`src/rtl/mips_defs_pkg.sv`:
```
// Shared MIPS memory-stage definitions: load-kind encodings, load-unit FSM
// states and small decode helpers used by the load unit and its extender.
package mips_defs;

    localparam int unsigned XLEN = 32;
    localparam int unsigned LTW  = 3;

    // Load kinds as presented by the M stage; 3'b110/3'b111 are illegal.
    typedef enum logic [LTW-1:0] {
        LT_NONE = 3'd0,
        LT_LW   = 3'd1,
        LT_LH   = 3'd2,
        LT_LHU  = 3'd3,
        LT_LB   = 3'd4,
        LT_LBU  = 3'd5
    } l_type_e;

    typedef enum logic [1:0] {
        ST_IDLE = 2'd0,
        ST_WAIT = 2'd1,
        ST_DONE = 2'd2
    } state_e;

    // True for the five real load kinds; none and illegal codes are not loads.
    function automatic logic is_load(input logic [LTW-1:0] lt);
        logic r;
        case (lt)
            LT_LW, LT_LH, LT_LHU, LT_LB, LT_LBU: r = 1'b1;
            default:                            r = 1'b0;
        endcase
        return r;
    endfunction

    // Natural alignment: words on 4-byte, halves on 2-byte, bytes always.
    function automatic logic is_aligned(input logic [LTW-1:0] lt, input logic [1:0] a);
        logic r;
        case (lt)
            LT_LW:         r = (a == 2'b00);
            LT_LH, LT_LHU: r = (a[0] == 1'b0);
            default:       r = 1'b1;
        endcase
        return r;
    endfunction

endpackage

```
`src/rtl/m_load_ext.sv`:
```
// Combinational load lane select and sign/zero extension.
// Ports:
//   i_w      raw 32-bit word from data memory
//   i_a      byte offset of the load within the word
//   i_l_type load kind (mips_defs::l_type_e encoding)
//   o_value  extended 32-bit load result (0 for none/illegal kinds)
module m_load_ext
    import mips_defs::*;
(
    input  logic [XLEN-1:0] i_w,
    input  logic [1:0]      i_a,
    input  logic [LTW-1:0]  i_l_type,
    output logic [XLEN-1:0] o_value
);

    logic [15:0] w_half;
    logic [7:0]  w_byte;

    // Lane select: halfword by a[1], byte by a[1:0].
    always_comb begin
        w_half = i_a[1] ? i_w[31:16] : i_w[15:0];
        case (i_a)
            2'd0:    w_byte = i_w[7:0];
            2'd1:    w_byte = i_w[15:8];
            2'd2:    w_byte = i_w[23:16];
            default: w_byte = i_w[31:24];
        endcase
    end

    // Extension by load kind.
    always_comb begin
        o_value = '0;
        case (i_l_type)
            LT_LW:   o_value = i_w;
            LT_LH:   o_value = {{16{w_half[15]}}, w_half};
            LT_LHU:  o_value = {16'h0000, w_half};
            LT_LB:   o_value = {{24{w_byte[7]}}, w_byte};
            LT_LBU:  o_value = {24'h000000, w_byte};
            default: o_value = '0;
        endcase
    end

endmodule

```
`src/rtl/m_load_unit.sv`:
```
// Memory-stage load unit: alignment check, word-aligned read to a
// variable-latency data memory, lane extraction and W-stage result return.
// Ports:
//   clk, reset                 clock, synchronous active-high reset
//   req_valid/req_addr/l_type  load request from the M stage
//   mem_rd_en/mem_addr         registered read request to data memory
//   mem_ready/mem_rdata        memory acknowledge and read word
//   stall                      combinational pipeline freeze (F/D/E/M)
//   rd_valid/rd_data           one-cycle result pulse and extended data
//   adel                       one-cycle misaligned-load exception pulse
//   bus_err                    one-cycle memory-timeout pulse
module m_load_unit
    import mips_defs::*;
#(
    parameter int unsigned TIMEOUT = 16,
    parameter int unsigned CW      = 5
) (
    input  logic            clk,
    input  logic            reset,
    input  logic            req_valid,
    input  logic [XLEN-1:0] req_addr,
    input  logic [LTW-1:0]  l_type,
    output logic            mem_rd_en,
    output logic [XLEN-1:0] mem_addr,
    input  logic            mem_ready,
    input  logic [XLEN-1:0] mem_rdata,
    output logic            stall,
    output logic            rd_valid,
    output logic [XLEN-1:0] rd_data,
    output logic            adel,
    output logic            bus_err
);

    localparam logic [CW-1:0] CNT_LAST = CW'(TIMEOUT - 1);

    state_e          r_state;
    logic [CW-1:0]   r_cnt;
    logic [1:0]      r_a;
    logic [LTW-1:0]  r_lt;
    logic            r_mem_rd_en;
    logic [XLEN-1:0] r_mem_addr;
    logic            r_rd_valid;
    logic [XLEN-1:0] r_rd_data;
    logic            r_adel;
    logic            r_bus_err;

    state_e          w_state_nxt;
    logic [CW-1:0]   w_cnt_nxt;
    logic [1:0]      w_a_nxt;
    logic [LTW-1:0]  w_lt_nxt;
    logic            w_mem_rd_en_nxt;
    logic [XLEN-1:0] w_mem_addr_nxt;
    logic            w_rd_valid_nxt;
    logic [XLEN-1:0] w_rd_data_nxt;
    logic            w_adel_nxt;
    logic            w_bus_err_nxt;
    logic            w_stall;
    logic [XLEN-1:0] w_ext;

    m_load_ext u_ext (
        .i_w      (mem_rdata),
        .i_a      (r_a),
        .i_l_type (r_lt),
        .o_value  (w_ext)
    );

    // State and output registers.
    always_ff @(posedge clk) begin
        if (reset) begin
            r_state     <= ST_IDLE;
            r_cnt       <= '0;
            r_a         <= '0;
            r_lt        <= LT_NONE;
            r_mem_rd_en <= 1'b0;
            r_mem_addr  <= '0;
            r_rd_valid  <= 1'b0;
            r_rd_data   <= '0;
            r_adel      <= 1'b0;
            r_bus_err   <= 1'b0;
        end else begin
            r_state     <= w_state_nxt;
            r_cnt       <= w_cnt_nxt;
            r_a         <= w_a_nxt;
            r_lt        <= w_lt_nxt;
            r_mem_rd_en <= w_mem_rd_en_nxt;
            r_mem_addr  <= w_mem_addr_nxt;
            r_rd_valid  <= w_rd_valid_nxt;
            r_rd_data   <= w_rd_data_nxt;
            r_adel      <= w_adel_nxt;
            r_bus_err   <= w_bus_err_nxt;
        end
    end

    // Next-state, next-output and stall decode.
    always_comb begin
        w_state_nxt     = r_state;
        w_cnt_nxt       = r_cnt;
        w_a_nxt         = r_a;
        w_lt_nxt        = r_lt;
        w_mem_rd_en_nxt = r_mem_rd_en;
        w_mem_addr_nxt  = r_mem_addr;
        w_rd_valid_nxt  = 1'b0;
        w_rd_data_nxt   = r_rd_data;
        w_adel_nxt      = 1'b0;
        w_bus_err_nxt   = 1'b0;
        w_stall         = 1'b0;

        case (r_state)
            ST_IDLE: begin
                if (req_valid && is_load(l_type)) begin
                    if (is_aligned(l_type, req_addr[1:0])) begin
                        w_state_nxt     = ST_WAIT;
                        w_cnt_nxt       = '0;
                        w_a_nxt         = req_addr[1:0];
                        w_lt_nxt        = l_type;
                        w_mem_rd_en_nxt = 1'b1;
                        w_mem_addr_nxt  = {req_addr[XLEN-1:2], 2'b00};
                        w_stall         = 1'b1;
                    end else begin
                        // Misaligned: raise the exception, never touch memory.
                        w_adel_nxt = 1'b1;
                    end
                end
            end

            ST_WAIT: begin
                w_stall = 1'b1;
                // An acknowledge in the last allowed cycle still wins.
                if (mem_ready) begin
                    w_rd_data_nxt   = w_ext;
                    w_rd_valid_nxt  = 1'b1;
                    w_mem_rd_en_nxt = 1'b0;
                    w_state_nxt     = ST_DONE;
                end else if (r_cnt == CNT_LAST) begin
                    w_rd_data_nxt   = '0;
                    w_bus_err_nxt   = 1'b1;
                    w_mem_rd_en_nxt = 1'b0;
                    w_state_nxt     = ST_DONE;
                end else begin
                    w_cnt_nxt = r_cnt + CW'(1);
                end
            end

            // The instruction still sitting in M is the one just completed.
            ST_DONE: w_state_nxt = ST_IDLE;

            default: w_state_nxt = ST_IDLE;
        endcase
    end

    assign stall     = w_stall;
    assign mem_rd_en = r_mem_rd_en;
    assign mem_addr  = r_mem_addr;
    assign rd_valid  = r_rd_valid;
    assign rd_data   = r_rd_data;
    assign adel      = r_adel;
    assign bus_err   = r_bus_err;

endmodule

```
`config.mk`:
```
export PLATFORM = sky130hd
export DESIGN_NAME = m_load_unit
export DESIGN_NICKNAME = d
export VERILOG_FILES = /design/src/rtl/mips_defs_pkg.sv /design/src/rtl/m_load_ext.sv /design/src/rtl/m_load_unit.sv
export SDC_FILE = /design/constraint.sdc
export NUM_CORES = 1
export LEC_CHECK = 0
export ABC_CLOCK_PERIOD_IN_PS = 2700
export CAP_MARGIN = 30
export CORE_UTILIZATION = 25
export CTS_CLUSTER_DIAMETER = 200
export CTS_CLUSTER_SIZE = 20
export DETAILED_ROUTE_END_ITERATION = 7
export GPL_TIMING_DRIVEN = 0
export HOLD_SLACK_MARGIN = 0.03
export PLACE_DENSITY_LB_ADDON = 0.08
export SLEW_MARGIN = 25
export SYNTH_ARGS = -nofsm -noshare
export SYNTH_HDL_FRONTEND = slang
export SYNTH_SLANG_ARGS = --single-unit
export TNS_END_PERCENT = 1
```
`constraint.sdc`:
```
create_clock -name clk -period 2.7 [get_ports clk]
set_input_delay 0.54 -clock clk [delete_from_list [all_inputs] [get_ports clk]]
set_output_delay 0.54 -clock clk [all_outputs]
set_load 0.02 [all_outputs]
```
==> impl_results.md, run 1 <==
* Skew-Pair Late Insertion Delay at 0.34 ns
* CTS tree: done
* DRT iter0 DRCs at between 200 and 250
* Post-Synth Simple-Gate Area at roughly 17%
* Crit path time final at roughly 2.6 ns
* Run status: complete, no violations
* Reg2reg setup slack at ~0.40 ns
* Initial Util at approximately a quarter
* Placed Instance Area at approximately 0.0051 mm2
* CTS H-tree depth at 3
* Yosys top cell by area: dfxtp_1
* Top cell type's share of synthesized area at between 40% and 50%
* Syn Area/Cell at 9.07 um2
* Core Util, Final at about two fifths
* Setup crit end kind: output port
* Setup Skew at roughly 0.0081 ns
* Layout area overhead at 53.1%
* Adder-cell share of the synthesized area at 0.711%
* DRC viols at 0
* Routed met3 length at 863 um
* Largest net degree at the start of global routing at 13
* Per-cell routed wire length at approximately 15 um
* Register Area at between 0.0015 and 0.002 mm2
* Grt ovf at 0
* Share of layout cells above drive strength 1 at between 10% and 20%
* Worst vdd ir at 0.360 mV
* Register area share after synthesis at ~44%
* Static Leak at 1.78 nW
* Crit share post-route at between 90 and 100%
* TritonCTS Buffers at 9
* Syn Inst Count at 388
* Seq cells post-synth at 78
* Port bufs at between 100 and 150
* Final Hold Fails at 0
* GPL Wtd Cong at 0.789
* # clock sinks at 78
* Dpl hpwl at ~8 mm
* PD cells at roughly 530 mW/mm2
* Vias per cell at 4.70
* Via Count at 3368
* Initial antenna violation count at 0
* Clock buffer depth at 2
* Post-synthesis xor/xnor area fraction at 0%
* Fmax at approximately 0.39 GHz
* Max FO, Critical Path at 7
* Number of global-route vias before repair at about 3400
* Num rows at 42
* Crit path kind: input port to output port
* Multi-input logic area at 0.00176 mm2
* First-pass GRT wire length at between 15 and 20 mm
* Root Driver: clkbuf_16
* Met2 wire length at between 4 and 5 mm
* Clk slew on worst S/H paths at about 0.06 ns
* Worst-margin pin slew at between 0.7 and 0.8 ns
* IO Count at 140
* Yosys warning total at 0
* CP required at ~2.2 ns
* CP Launch Type: input port
* Main area contributors after synthesis: dfxtp_1 44%, nand2_1 8.6%, a21oi_1 6.7%, mux4_2 5.1%, a211oi_2 3.6%
* Final setup viols at 0
* CORE AREA at between 0.01 and 0.015 mm2
* Post-synthesis mux area share at under 10%
* Post-route ant nets at 0
* Max-slew violation count at 0
* Uppermost layer routed: met4
* Fillers at between 1000 and 1500
* DIE AREA at around 0.015 mm2
* Die Wd at between 100 and 150 um
* Post-route cell area at roughly 0.0054 mm2
* Post-Syn Area at ~0.0035 mm2
* # diodes at 0
* DRT met1 WL at 5.14 mm
* Unrepaired setup endpoints after global routing: false
* First drt pass iteration count at 4
* Die Y at roughly 120 um
* Max Cap Viol at 0
* Cts hold-fix bufs at 0
* Hold crit path type: flip-flop to flip-flop
* Total Wirelength at between 10 and 15 mm
* Slew headroom at between 50% and 60%
* Nets@finish at between 600 and 700
* Cell variety after synth at between 40 and 50
* Largest family of logic cells by synthesized area: compound AO/OA/AOI/OAI gates
* Synth Area in Compound Gates at 26.6%
* Crit path DAT at between 2 and 2.5 ns
* Total GRT Usage at between 10% and 20%
-- registers in the layout, summed over array words and instances (netlist names), 2 cells and up --
name,count
r_state,2
mem_addr,30
rd_data,32
r_cnt,5
r_lt,3
r_a,2
-- critical path: stages --
cell	delay, ns
clkdlybuf4s50_1	0.44
o21bai_1	0.20
a211o_1	0.39
o21a_4	0.25
inv_2	0.06
buf_2	0.16
-- cell usage after synthesis (all sizes together) --
master,count
nand2,91
dfxtp,78
a21oi,58
o21ai,20
buf,18
a211oi,16
a22oi,16
clkbuf,15
nor2,10
nand2b,9
a221oi,8
mux4,8
a222oi,7
nor3,5
inv,4
or3,3
a21o,2
ha,2
nor2b,2
nor4b,2
a211o,1
a21bo,1
a22o,1
a31oi,1
and3,1
and4b,1
conb,1
mux2,1
nand3b,1
nand4,1
nor3b,1
o21a,1
o21bai,1
or2,1
-- what timing repair did --
action	in CTS	in global routing
buffers inserted	0	0
gates cloned	0	0
pin swaps	0	1
gates resized for setup	3	1
setup endpoints to repair	1	1
-- routing by layer --
layer / up-vias / global-route usage [%]
met4: 0 / 4.71
met3: 9 / 6.84
li1: 1689 / -
met1: 1546 / 19.7
met2: 124 / 24.2
met5: - / 0
-- cell usage in the layout (no fill, tap or decap), types with 6 or more instances in the layout --
cell / count
clkdlybuf4s50_1: 135
clkbuf_1: 16
a21oi_1: 47
mux4_2: 8
nor2_1: 9
a22oi_1: 16
a211oi_2: 10
a222oi_1: 7
a221oi_1: 8
a21oi_2: 11
a211oi_1: 6
nand2_1: 81
o21ai_1: 12
dfxtp_1: 78
buf_6: 6
nand2_2: 10
o21ai_0: 7
clkbuf_16: 9
buf_2: 10
nand2b_1: 8
-- stage by stage --
stage | total power, W | cells | setup TNS [ns] | setup WS (ns) | hold slack, ns
after floorplan | 0.00147 | 389 | 0 | 0.806 | 0.426
after global placement | 0.00170 | 701 | -0.308 | -0.308 | 0.438
after detailed placement | 0.00170 | 701 | -0.298 | -0.298 | 0.444
after CTS | 0.00292 | 716 | 0 | 0.0435 | 0.452
after global routing | 0.00301 | 716 | 0 | 0.0195 | 0.468
final | 0.00287 | 716 | 0 | 0.113 | 0.446
-- cell type report --
| class | count | share of cell area (%) |
|---|---|---|
| tap | 176 | 4.09 |
| clock buffer | 11 | 4.50 |
| clock inverter | 4 | 0.882 |
| sequential | 78 | 29.0 |
| buffer | 33 | 3.55 |
| inverter | 4 | 0.279 |
| timing repair buffer | 136 | 25.2 |
| multi-input combinational | 274 | 32.6 |
-- final timing paths --
kind | startpoint | endpoint | cells after the start
worst max-delay path | l_type[2] | stall | 6
worst min-delay path | rd_data[13] | rd_data[13] | 2
worst max register to register | r_cnt[0] | rd_data[8] | 9
worst min register to register | rd_data[13] | rd_data[13] | 2
-- report_power, final --
part	total (W)	internal (W)	switching (W)
combinational	0.000465	0.000229	0.000236
sequential	0.00120	0.00118	0.0000207
clock	0.00120	0.000733	0.000466
total	0.00287	0.00215	0.000723
-- kinds of logic after synthesis --
logic type | Yosys count
other cells | 1
mux | 9
fa+ha+maj | 2
compound gates | 133
buf+inv | 37
simple gates | 128
flops | 78
No activity file was read; power rests on OpenSTA's default activity.
==> run 2, diff against run 1 <==
--- a/config.mk
+++ b/config.mk
@@ -7,14 +7,14 @@
 export LEC_CHECK = 0
 export ABC_CLOCK_PERIOD_IN_PS = 2700
 export CAP_MARGIN = 30
-export CORE_UTILIZATION = 25
+export CORE_UTILIZATION = 44
 export CTS_CLUSTER_DIAMETER = 200
 export CTS_CLUSTER_SIZE = 20
 export DETAILED_ROUTE_END_ITERATION = 7
 export GPL_TIMING_DRIVEN = 0
 export HOLD_SLACK_MARGIN = 0.03
 export PLACE_DENSITY_LB_ADDON = 0.08
-export SLEW_MARGIN = 25
+export SLEW_MARGIN = 20
 export SYNTH_ARGS = -nofsm -noshare
 export SYNTH_HDL_FRONTEND = slang
 export SYNTH_SLANG_ARGS = --single-unit
==> impl_results.md, run 2 (same netlist as run 1, synthesis figures left out) <==
* Worst hold slack at roughly 0.45 ns
* Root Driver: clkbuf_8
* # diodes at 0
* Crit path kind: input port to output port
* Crit path DAT at around 2 ns
* Max-slew violation count at 0
* Port bufs at 136
* CTS H-tree depth at 3
* Crit-path cells: clkdlybuf4s50_1 > o21bai_1 > a211o_1 > o21a_4 > inv_2 > buf_2
* IO Count at 140
* Cts hold-fix bufs at 0
* DRC viols at 0
* Total Wirelength at roughly 9.6 mm
* Clk slew on worst S/H paths at roughly 0.08 ns
* Layout area overhead at 47.3%
* # clock sinks at 78
* Via Count at approximately 3500
* Die Wd at 91.4 um
* DIE AREA at approximately 0.0084 mm2
* First drt pass iteration count at 5
* Core Util, Final at 67.1%
* Post-route ant nets at 0
* Leading cell type in the layout, fill and taps excluded: clkdlybuf4s50_1
* Setup WS pre-CTS at -0.293 ns
* Grt ovf at 0
* Die Y at slightly above 90 um
* Dpl hpwl at 7.22 mm
* Setup Skew at ~0.006 ns
* CP Launch Type: input port
* Num rows at 32
* Initial Util at between 40 and 50%
* Max FO, Critical Path at 7
* Reg2reg setup slack at between 0.4 and 0.5 ns
* Crit share post-route at between 90% and 100%
* Number of global-route vias before repair at ~3200
* Worst vdd ir at 0.333 mV
* Initial antenna violation count at 0
* Fmax at 0.396 GHz
* Max FFs per register at 32
* Unrepaired setup endpoints after global routing: false
* Total GRT Usage at between 20% and 30%
* Vias per cell at 5.39
* Multi-input logic area at ~0.0018 mm2
* Run status: complete, no violations
* Largest net degree at the start of global routing at 13
* Per-cell routed wire length at between 10 and 15 um
* Crit path time final at roughly 2.5 ns
* Family with the most delay on the worst path: compound AO/OA/AOI/OAI gates
* Hold crit path type: flip-flop to flip-flop
* GPL Wtd Cong at ~0.86
* Worst Path Buf+Inv at 3
* Register Area at ~0.0016 mm2
* Worst setup margin at 0.175 ns
* PD cells at roughly 470 mW/mm2
* DRT iter0 DRCs at roughly 190
* Most frequent cells in the layout: 135 x clkdlybuf4s50_1, 81 x nand2_1, 78 x dfxtp_1
* Fillers at between 600 and 700
* CORE AREA at between 0.007 and 0.008 mm2
* Max Cap Viol at 0
* Slew headroom at 50.4%
* Crit path max-delay cell type: clkdlybuf4s50_1
* First-pass GRT wire length at approximately 16 mm
* Share of layout cells above drive strength 1 at between 10% and 20%
* Setup TNS at 0 ns
* Static Leak at roughly 1.7 nW
* CTS tree: done
* Clock buffer depth at 2
* CP peak stage delay at between 0.4 and 0.5 ns
* TritonCTS Buffers at 9
* Skew-Pair Late Insertion Delay at around 0.35 ns
* Final setup viols at 0
* Worst-margin pin slew at around 0.74 ns
* Nets@finish at 610
* Setup crit end kind: output port
* Final Hold Fails at 0
* CP required at roughly 2.2 ns
[run 2: repair_timing]
action / 4_1_cts / 5_1_grt
setup endpoints to repair: 1 / 1
pin swaps: 0 / 1
buffers inserted: 0 / 1
gates resized for setup: 3 / 1
[run 2: routing by layer]
layer	global-route usage [%]	share of wire [%]	wire length, um
met1	30.9	43	4180
met2	37.0	47	4510
met3	7.54	8.3	798
met4	7.28	1.4	130
met5	0	0	0
[run 2: layout make-up]
class                   instances  share of cell area (%)
plain buffers                  33                    3.69
well taps                     102                    2.46
multi-input cells             274                    33.9
repair buffers                137                    26.3
flip-flops and latches         78                    30.1
clock inverters                 3                   0.386
clock buffers                  13                    2.87
inverters                       4                   0.290
[run 2: path summary, 6_finish.rpt]
| path | depth (start not counted) | from | end |
|---|---|---|---|
| worst max-delay path | 6 | l_type[2] | stall |
| worst min-delay path | 2 | rd_data[12] | rd_data[12] |
| worst max register to register | 7 | r_cnt[0] | rd_data[30] |
| worst min register to register | 2 | rd_data[12] | rd_data[12] |
[run 2: tightest hold or removal path, delay by kind of cell (launching register included)]
kind | cells | cell delay, ns
flops | 1 | 0.31
compound gates | 1 | 0.05
simple gates | 1 | 0.05
[run 2: per-stage QoR]
step / area [um2] / total power (W) / cells
finish: 5180 / 0.00243 / 644
global placement: 5010 / 0.00168 / 627
CTS: 5180 / 0.00245 / 643
global route: 5180 / 0.00255 / 644
floorplan: 3520 / 0.00147 / 389
detailed placement: 5010 / 0.00169 / 627
[run 2: power by group]
| part | switching (W) | leakage [nW] | total (W) | internal (W) |
|---|---|---|---|---|
| Combinational | 0.000233 | 1.02 | 0.000463 | 0.000230 |
| Clock | 0.000407 | 0.0796 | 0.000766 | 0.000359 |
| Sequential | 0.0000196 | 0.632 | 0.00120 | 0.00118 |
| Total | 0.000660 | 1.73 | 0.00243 | 0.00177 |
